<file path="config.mk">
export PLATFORM = sky130hd
export DESIGN_NAME = lsu_mem_stage
export DESIGN_NICKNAME = d
export VERILOG_FILES = /design/src/rtl/riscv_pkg.sv /design/src/rtl/lsu_load_align.sv /design/src/rtl/lsu_mem_stage.sv
export SDC_FILE = /design/constraint.sdc
export NUM_CORES = 1
export LEC_CHECK = 0
export ABC_AREA = 1
export ABC_CLOCK_PERIOD_IN_PS = 2210
export BUFFER_PORTS_ARGS = -buffer_cell sky130_fd_sc_hd__buf_4
export CAP_MARGIN = 20
export CELL_PAD_IN_SITES_DETAIL_PLACEMENT = 0
export CELL_PAD_IN_SITES_GLOBAL_PLACEMENT = 1
export CORE_MARGIN = 1
export CORE_UTILIZATION = 26
export CTS_BUF_LIST = sky130_fd_sc_hd__clkbuf_4 sky130_fd_sc_hd__clkbuf_8
export DETAILED_ROUTE_END_ITERATION = 8
export HOLD_SLACK_MARGIN = 0.05
export PLACE_DENSITY = 0.84
export SLEW_MARGIN = 20
export SYNTH_ARGS = -nofsm -noshare
export SYNTH_HDL_FRONTEND = slang
export SYNTH_SLANG_ARGS = --single-unit
</file>
<file path="constraint.sdc">
create_clock -name i_clk -period 2.21 [get_ports i_clk]
set_clock_uncertainty 0.05 [all_clocks]
set_input_delay 0.221 -clock i_clk [delete_from_list [all_inputs] [get_ports i_clk]]
set_output_delay 0.221 -clock i_clk [all_outputs]
set_load 0.02 [all_outputs]
</file>
<file path="src/rtl/riscv_pkg.sv">
// Shared LSU definitions: access sizes, FSM states, exception bit positions,
// and the misalignment rule used by the memory stage.
package riscv_pkg;

  localparam logic [1:0] MEM_SIZE_BYTE = 2'b00;
  localparam logic [1:0] MEM_SIZE_HALF = 2'b01;
  localparam logic [1:0] MEM_SIZE_WORD = 2'b10;

  localparam int EXC_LD_MISALIGN = 0;
  localparam int EXC_ST_MISALIGN = 1;
  localparam int EXC_BUS_ERR     = 2;

  typedef enum logic {
    IDLE     = 1'b0,
    WAIT_RSP = 1'b1
  } lsu_state_t;

  // Load context captured at grant time and consumed when rvalid returns.
  typedef struct packed {
    logic [1:0] offset;
    logic [1:0] size;
    logic       is_unsigned;
  } ld_ctx_t;

  // Size 2'b11 is treated as a word access.
  function automatic logic is_misaligned(input logic [1:0] size, input logic [1:0] off);
    return ((size == MEM_SIZE_HALF) && off[0]) || (size[1] && (off != 2'b00));
  endfunction

endpackage

</file>
<file path="src/rtl/lsu_load_align.sv">
// Load lane extraction: shifts the addressed byte/half down to bit 0 and
// sign- or zero-extends it.
module lsu_load_align
  import riscv_pkg::*;
(
  input  logic [31:0] rdata,
  input  logic [1:0]  offset,
  input  logic [1:0]  size,
  input  logic        is_unsigned,
  output logic [31:0] result
);

  logic [31:0] lane;

  assign lane = rdata >> {offset, 3'b000};

  always_comb begin
    result = rdata;
    case (size)
      MEM_SIZE_BYTE: result = {{24{~is_unsigned & lane[7]}}, lane[7:0]};
      MEM_SIZE_HALF: result = {{16{~is_unsigned & lane[15]}}, lane[15:0]};
      default: ;
    endcase
  end

endmodule

</file>
<file path="src/rtl/lsu_mem_stage.sv">
// Memory-stage LSU: req/gnt/rvalid data bus, load alignment, stall control
// and a registered writeback bundle. Define LSU_BUS_TIMEOUT_EN to abandon
// accesses that wait TIMEOUT_CYCLES and flag a bus error.
module lsu_mem_stage
  import riscv_pkg::*;
#(
  parameter int DATA_WIDTH     = 32,
  parameter int ADDRESS_WIDTH  = 32,
  parameter int REG_NUM        = 32,
  parameter int TIMEOUT_CYCLES = 16
) (
  input  logic                       i_clk,
  input  logic                       i_rst,
  input  logic                       i_valid,
  input  logic [ADDRESS_WIDTH-1:0]   i_addr,
  input  logic [DATA_WIDTH-1:0]      i_store_data,
  input  logic                       i_is_load,
  input  logic                       i_is_store,
  input  logic [1:0]                 i_mem_size,
  input  logic                       i_mem_load_unsigned,
  input  logic                       i_rf_wr_en,
  input  logic [$clog2(REG_NUM)-1:0] i_rd_addr,
  input  logic [ADDRESS_WIDTH-1:0]   i_pc,
  output logic                       o_stall,
  output logic                       o_dmem_req,
  output logic                       o_dmem_we,
  output logic [ADDRESS_WIDTH-1:0]   o_dmem_addr,
  output logic [3:0]                 o_dmem_be,
  output logic [DATA_WIDTH-1:0]      o_dmem_wdata,
  input  logic                       i_dmem_gnt,
  input  logic                       i_dmem_rvalid,
  input  logic [DATA_WIDTH-1:0]      i_dmem_rdata,
  output logic                       o_wb_valid,
  output logic                       o_wb_rf_wr_en,
  output logic [$clog2(REG_NUM)-1:0] o_wb_rd_addr,
  output logic [DATA_WIDTH-1:0]      o_wb_data,
  output logic [ADDRESS_WIDTH-1:0]   o_wb_pc,
  output logic [2:0]                 o_m_exception
);

  lsu_state_t state, state_nxt;
  ld_ctx_t    ctx;

  logic                  mem_op, misalign, req_raw, req, timeout;
  logic                  fire, ld_done;
  logic [3:0]            be;
  logic [DATA_WIDTH-1:0] wdata, ld_val;
  logic [2:0]            exc_nxt;

  assign mem_op   = i_valid & (i_is_load | i_is_store);
  assign misalign = mem_op & is_misaligned(i_mem_size, i_addr[1:0]);
  assign req_raw  = (state == IDLE) & mem_op & ~misalign;

`ifdef LSU_BUS_TIMEOUT_EN
  localparam int TW = $clog2(TIMEOUT_CYCLES + 1);
  logic [TW-1:0] to_cnt;
  logic          waiting;

  assign waiting = (state == IDLE) ? (req_raw & ~i_dmem_gnt) : ~i_dmem_rvalid;
  assign timeout = waiting & (to_cnt == TW'(TIMEOUT_CYCLES));

  always_ff @(posedge i_clk or posedge i_rst) begin
    if (i_rst)                   to_cnt <= '0;
    else if (!waiting || timeout) to_cnt <= '0;
    else                         to_cnt <= to_cnt + 1'b1;
  end
`else
  assign timeout = 1'b0;
`endif

  always_comb begin
    be    = 4'hF;
    wdata = i_store_data;
    case (i_mem_size)
      MEM_SIZE_BYTE: begin
        be    = 4'b0001 << i_addr[1:0];
        wdata = {4{i_store_data[7:0]}};
      end
      MEM_SIZE_HALF: begin
        be    = 4'b0011 << i_addr[1:0];
        wdata = {2{i_store_data[15:0]}};
      end
      default: ;
    endcase
  end

  assign o_dmem_req   = req;
  assign o_dmem_we    = req & i_is_store & ~i_is_load;
  assign o_dmem_addr  = req ? {i_addr[ADDRESS_WIDTH-1:2], 2'b00} : '0;
  assign o_dmem_be    = req ? be : 4'h0;
  assign o_dmem_wdata = req ? wdata : '0;

  always_comb begin
    state_nxt = state;
    req       = 1'b0;
    o_stall   = 1'b0;
    fire      = 1'b0;
    ld_done   = 1'b0;
    unique case (state)
      IDLE: begin
        req = req_raw & ~timeout;
        if (timeout) begin
          fire = 1'b1;
        end else if (req_raw) begin
          if (!i_dmem_gnt)     o_stall = 1'b1;
          else if (i_is_load) begin
            o_stall   = 1'b1;
            state_nxt = WAIT_RSP;
          end else             fire = 1'b1;
        end else begin
          fire = i_valid;
        end
      end
      WAIT_RSP: begin
        if (timeout) begin
          fire      = 1'b1;
          state_nxt = IDLE;
        end else if (i_dmem_rvalid) begin
          fire      = 1'b1;
          ld_done   = 1'b1;
          state_nxt = IDLE;
        end else begin
          o_stall = 1'b1;
        end
      end
    endcase
  end

  always_comb begin
    exc_nxt                  = '0;
    exc_nxt[EXC_LD_MISALIGN] = misalign & i_is_load;
    exc_nxt[EXC_ST_MISALIGN] = misalign & ~i_is_load;
    exc_nxt[EXC_BUS_ERR]     = timeout;
  end

  lsu_load_align u_align (
    .rdata      (i_dmem_rdata),
    .offset     (ctx.offset),
    .size       (ctx.size),
    .is_unsigned(ctx.is_unsigned),
    .result     (ld_val)
  );

  always_ff @(posedge i_clk or posedge i_rst) begin
    if (i_rst) begin
      state <= IDLE;
      ctx   <= '0;
    end else begin
      state <= state_nxt;
      if (req & i_dmem_gnt & i_is_load)
        ctx <= '{offset: i_addr[1:0], size: i_mem_size, is_unsigned: i_mem_load_unsigned};
    end
  end

  // The bundle is cleared on non-firing cycles so a bubble never carries stale state.
  always_ff @(posedge i_clk or posedge i_rst) begin
    if (i_rst) begin
      o_wb_valid    <= 1'b0;
      o_wb_rf_wr_en <= 1'b0;
      o_wb_rd_addr  <= '0;
      o_wb_data     <= '0;
      o_wb_pc       <= '0;
      o_m_exception <= '0;
    end else if (fire) begin
      o_wb_valid    <= 1'b1;
      o_wb_rf_wr_en <= i_rf_wr_en & (ld_done | ~(i_is_load | i_is_store));
      o_wb_rd_addr  <= i_rd_addr;
      o_wb_data     <= ld_done ? ld_val : DATA_WIDTH'(i_addr);
      o_wb_pc       <= i_pc;
      o_m_exception <= exc_nxt;
    end else begin
      o_wb_valid    <= 1'b0;
      o_wb_rf_wr_en <= 1'b0;
      o_wb_rd_addr  <= '0;
      o_wb_data     <= '0;
      o_wb_pc       <= '0;
      o_m_exception <= '0;
    end
  end

endmodule
</file>
## Yosys cells after proc, flatten, opt, wreduce, memory -nomap -nowiden

Cells that the tools add are included.

| word-level totals | value |
|---|---|
| register bits | 80 |
| latch bits | 0 |
| bits in writable memories | 0 |
| bits in read-only memories | 0 |
| output and inout port bits | 145 |
| word-level logic and storage cells | 69 |
| memories kept | 0 |

| cells by class | value |
|---|---|
| add/sub/neg operators | 0 |
| multiply operators | 0 |
| divide/modulo/power cells | 0 |
| $lt $le $gt $ge | 0 |
| equal/unequal tests | 2 |
| shifts and indexed selects | 3 |
| mux-type cells | 28 |
| bitwise logic cells | 20 |
| reductions and logical operators | 6 |

Operators with widths:

| kind | count |
|---|---|
| 32-bit 2-to-1 mux | 5 |
| 32-bit case mux with 2 select lines | 2 |
| 32-bit by 5-bit right shift with 16-bit output | 1 |
| 1-bit 2-to-1 mux | 14 |
| 1-bit AND | 13 |
| 4-bit case mux with 2 select lines | 1 |
| 1-bit case mux with 2 select lines | 3 |
| 5-bit 2-to-1 mux | 1 |
| 1-bit inverter | 5 |
| 2-bit by 1-bit == test with 1-bit output, second input constant | 2 |
| 2-bit zero test | 2 |
| 4-bit 2-to-1 mux | 1 |
| 1-bit by 2-bit left shift with 4-bit output, first input constant | 1 |
| 2-bit by 2-bit left shift with 4-bit output, first input constant | 1 |
| 1-bit logical AND | 2 |
| 2-bit 2-to-1 mux | 1 |
| 1-bit OR | 2 |
| 2-bit nonzero test | 1 |
| 1-bit logical OR | 1 |

## Longest topological paths before layout

| depth | value |
|---|---|
| depth after elaboration | 9 |
| depth in mapped cells | 11 |

## Hierarchy

A second synthesis with hierarchy kept.

| unflattened totals | value |
|---|---|
| cells, all modules | 693 |
| area, all modules | 4903.5 µm² |

Modules (own cells, without submodules):

| module | times used | cells each | area an instance (µm²) | seq. area each (µm²) |
|---|---|---|---|---|
| lsu_mem_stage | 1 | 519 | 4060.1 | 1976.9 |
| lsu_load_align | 1 | 174 | 843.3 | 0.0 |

## Least setup slack after synthesis

OpenSTA, ideal clock, no wires.

| timing path | value |
|---|---|
| path type | register to output |
| from | register state |
| to | output port o_dmem_wdata[30] |
| arrival | 1.314 ns |
| data required time | 1.939 ns |
| path slack | 0.625 ns |
| stages on the path, launching flop included | 5 |
| path buffers | 1 |
| cells stage by stage | dfrtp_1 > nor3_2 > nand2_1 > buf_2 > nor3_1 |

| on the way | value |
|---|---|
| longest elaborated chain between the ends | 5 |

RTL lines:

| item | line | RTL |
|---|---|---|
| start: declaration | lsu_mem_stage.sv:41 | `lsu_state_t state, state_nxt;` |
| start signal: assignment | lsu_mem_stage.sv:149 | `state <= state_nxt;` |
| 1-bit inverter | n/a |  |
| 1-bit AND (2 in a row) | lsu_mem_stage.sv:52 | `assign req_raw = (state == IDLE) & mem_op & ~misalign;` |
| 1-bit 2-to-1 mux (*) | lsu_mem_stage.sv:99 | `unique case (state)` |
| 32-bit 2-to-1 mux (*) | lsu_mem_stage.sv:91 | `assign o_dmem_wdata = req ? wdata : '0;` |
| end: declaration | lsu_mem_stage.sv:29 | `output logic [DATA_WIDTH-1:0] o_dmem_wdata,` |

Mark *: on every way between the ends. The rest lies on a longest branch, timed or not.

## Final worst setup path

Same ends and word-level chain as after synthesis.

==> reports/metrics.yaml <==
timing:
  hold_viol_final: 0
  rsz0062_at_grt: "false"
  holdWs_ps: 67.7
  tns_ps: 0
  slew_violations: 0
  setup_viol: 0
  fin_crit_sh_pct: 95.1
  final.min_clock_period_ps: 2100
  max_freq_ghz: 0.476
  fin_ws_ps: 108
worst_setup_path:
  slowest_stage: "dfrtp_2"
  cpPeakStageDelay_ps: 450
  critPathTopFamily: "simple AND/OR/NAND/NOR gates"
  critPathLaunchType: "register"
  cp.buffers_inverters: 2
  cp.required_ps: 1940
  cp_cell_sequence: "nor3_4 -> nand2_2 -> buf_4 -> nor3_1 -> buf_4"
  critPathKind: "register to output pin"
  worstSetupEndpointType: "output pin"
  crit_arrival_ps: 1830
  cp_max_fo: 37
  crit_top_cell: "buf_4"
clock_tree:
  clk_path_buf_depth: 2
  cts_sinks: 79
  path_clk_slew_ps: 90
  cts_tree: "done"
  clk_latency_ps: 370
  ctsHtreeMaxLevel: 3
  cts_made_buffers: 9
  cts-root-buf: "clkbuf_8"
die:
  die-area_um2: 17900
  die_h_um: 134
  initial_core_util_pct: 27.0
  core_area_um2: 16800
  ioPinCount: 289
  die_w_um: 134
  rows: 47
placed_design:
  detailedPlace.worstSlack_ps: 203
  gp_congestion: 0.872
  place_inst: 1127
  place_hpwl_um: 14600
  io_buffers: 285
layout:
  nNetsFinal: 1106
  num-fill-cells: 1723
  syn_to_final_growth_pct: 67.2
  register_area_um2: 1980
  drive_gt1_share_pct: 35.6
  antenna_cells: 0
  final_core_util_pct: 45.1
  multi_input_area_um2: 2030
  layout.cells.non_filler: 1187
yosys:
  yosys.area.top_type: "dfrtp_1"
  synth-async-reset-ratio_pct: 100
  yosysTopAreaCellShare_pct: 43.7
  synth_most_common_cell: "nand2_1"
  ys_types: 28
  syn_area_um2: 4530
  ys_seq_elements: 79
  synthTopCellsByArea: "dfrtp_1, nand2_1, nor2_1"
  ys_warn_count: 0
  synthTopCellsByCount: "nand2_1, nor2_1, inv_1"
  synth.avg_cell_area_um2: 7.08
  yosys_most_used_dff: "dfrtp_1"
  yosysSeqAreaShare_pct: 43.7
  syn_inst: 639
  synth_edf_count: 0
global_routing:
  grt_usage_pct: 20.7
  grt_pass1_wl_um: 28200
  antenna_found_initial: 0
  first_global_vias: 5165
  grt_max_degree: 56
  overflow: 0
power:
  p_leak_uw: 0.00432
  power.density_nw_per_um2: 588
  ir_drop_mv: 0.349
route:
  drc: 0
  routed-wl-met3_um: 1420
  route.layer.met1.wl_um: 7320
  wl_met2_um: 9730
  top_layer: "met4"
  via_per_inst: 4.46
  dr.pass1.iters: 5
  routed_wl_um: 18800
  drtIter0Drc: 241
  wl_per_cell_um: 15.9
  vias: 5291
  ant_nets: 0
outcome:
  status: "finished clean"
run:
  drv_cap: 0
worst_hold_path:
  hp-class: "primary input to register"
[registers in the layout, summed over array words and instances (netlist names)]
signal,flops
o_m_exception,2
o_wb_rf_wr_en,1
ctx,5
o_wb_pc,32
o_wb_data,32
o_wb_valid,1
state,1
o_wb_rd_addr,5
[worst register-to-register path, cell delays in order, from the launching register on]
cell,delay (ps)
dfrtp_1,530
buf_4,230
nor2_8,160
inv_2,60
o21ai_2,120
nand3_1,100
nand2_2,270
nand2_1,180
nand2_1,90
[cells by family (layout without fill, tap and decap cells)]
| logic type | count (synthesis) | after routing | synth area share (%) |
|---|---|---|---|
| buffers and inverters | 129 | 455 | 12.1 |
| AOI/OAI and AO/OA | 121 | 121 | 15.8 |
| and+or+nand+nor | 309 | 309 | 28.3 |
| other | 1 | 3 | 0.0829 |
| DFF | 79 | 79 | 43.7 |
[power by group]
group	internal, µW	total [µW]	switching (µW)
Combinational	718	1740	1020
Sequential	1570	1640	67.3
Clock	455	1070	616
Total	2750	4450	1700
[cells in the final DEF, fill, tap and decap left out]
cell type	count
o21ai_0	25
inv_6	1
nor2_1	113
nand2_2	4
nand3_1	41
inv_1	85
nor2_8	1
clkinv_4	3
nand3_2	2
o211ai_1	1
dfrtp_1	78
o21ai_1	9
dfrtp_2	1
clkinvlp_4	3
inv_2	4
nor3_4	1
nor2_4	2
buf_4	303
conb_1	3
a21oi_1	41
o21ai_2	2
a21boi_0	1
a21boi_1	36
clkbuf_8	10
nand2_4	2
nor2_2	2
dlygate4sd3_1	43
nand2_1	139
buf_12	2
inv_8	1
nor3_1	2
o22ai_1	6
[stage by stage]
step / power (µW) / instance area [µm²]
after floorplan: 2620 / 4540
after global placement: 3330 / 6930
after detailed placement: 3340 / 6930
after CTS: 4490 / 7550
after global routing: 4720 / 7570
final: 4450 / 7570
[final cells by class]
| cell class | count | area share (%) |
|---|---|---|
| Timing Repair Buffer | 348 | 36.3 |
| Multi-Input combinational cell | 433 | 26.8 |
| Sequential cell | 79 | 26.1 |
| Inverter | 91 | 4.63 |
| Tap cell | 220 | 3.64 |
| Clock buffer | 10 | 1.82 |
| Clock inverter | 6 | 0.695 |
[metal layers]
layer	GRT usage (%)	up-vias
li1	-	2625
met1	23.2	2390
met2	38.7	255
met3	4.38	21
met4	6.25	0
met5	0	-
[final timing paths]
kind                               startpoint                      end  slack, ps  cells after the start
setup / recovery              state$_DFF_PP0_         o_dmem_wdata[30]        110                      5
hold / removal                        i_pc[2]     o_wb_pc[2]$_DFF_PP0_         70                      2
setup reg to reg           ctx[3]$_DFFE_PP0P_  o_wb_data[25]$_DFF_PP0_        360                      8
hold reg to reg            ctx[0]$_DFFE_PP0P_       ctx[0]$_DFFE_PP0P_        490                      2
max in group asynchronous               i_rst          state$_DFF_PP0_       1330                      4
min in group asynchronous               i_rst     o_wb_pc[2]$_DFF_PP0_        440                      4
[timing repair]
item | CTS | global route
endpoints found under the hold margin | 120 | 1
setup buffers | 0 | 1
resized for setup | 7 | 1
hold buffers | 42 | 1
setup endpoints to repair | 24 | 22
pin swaps | 1 | 2
(Power assumes the default switching activity.)
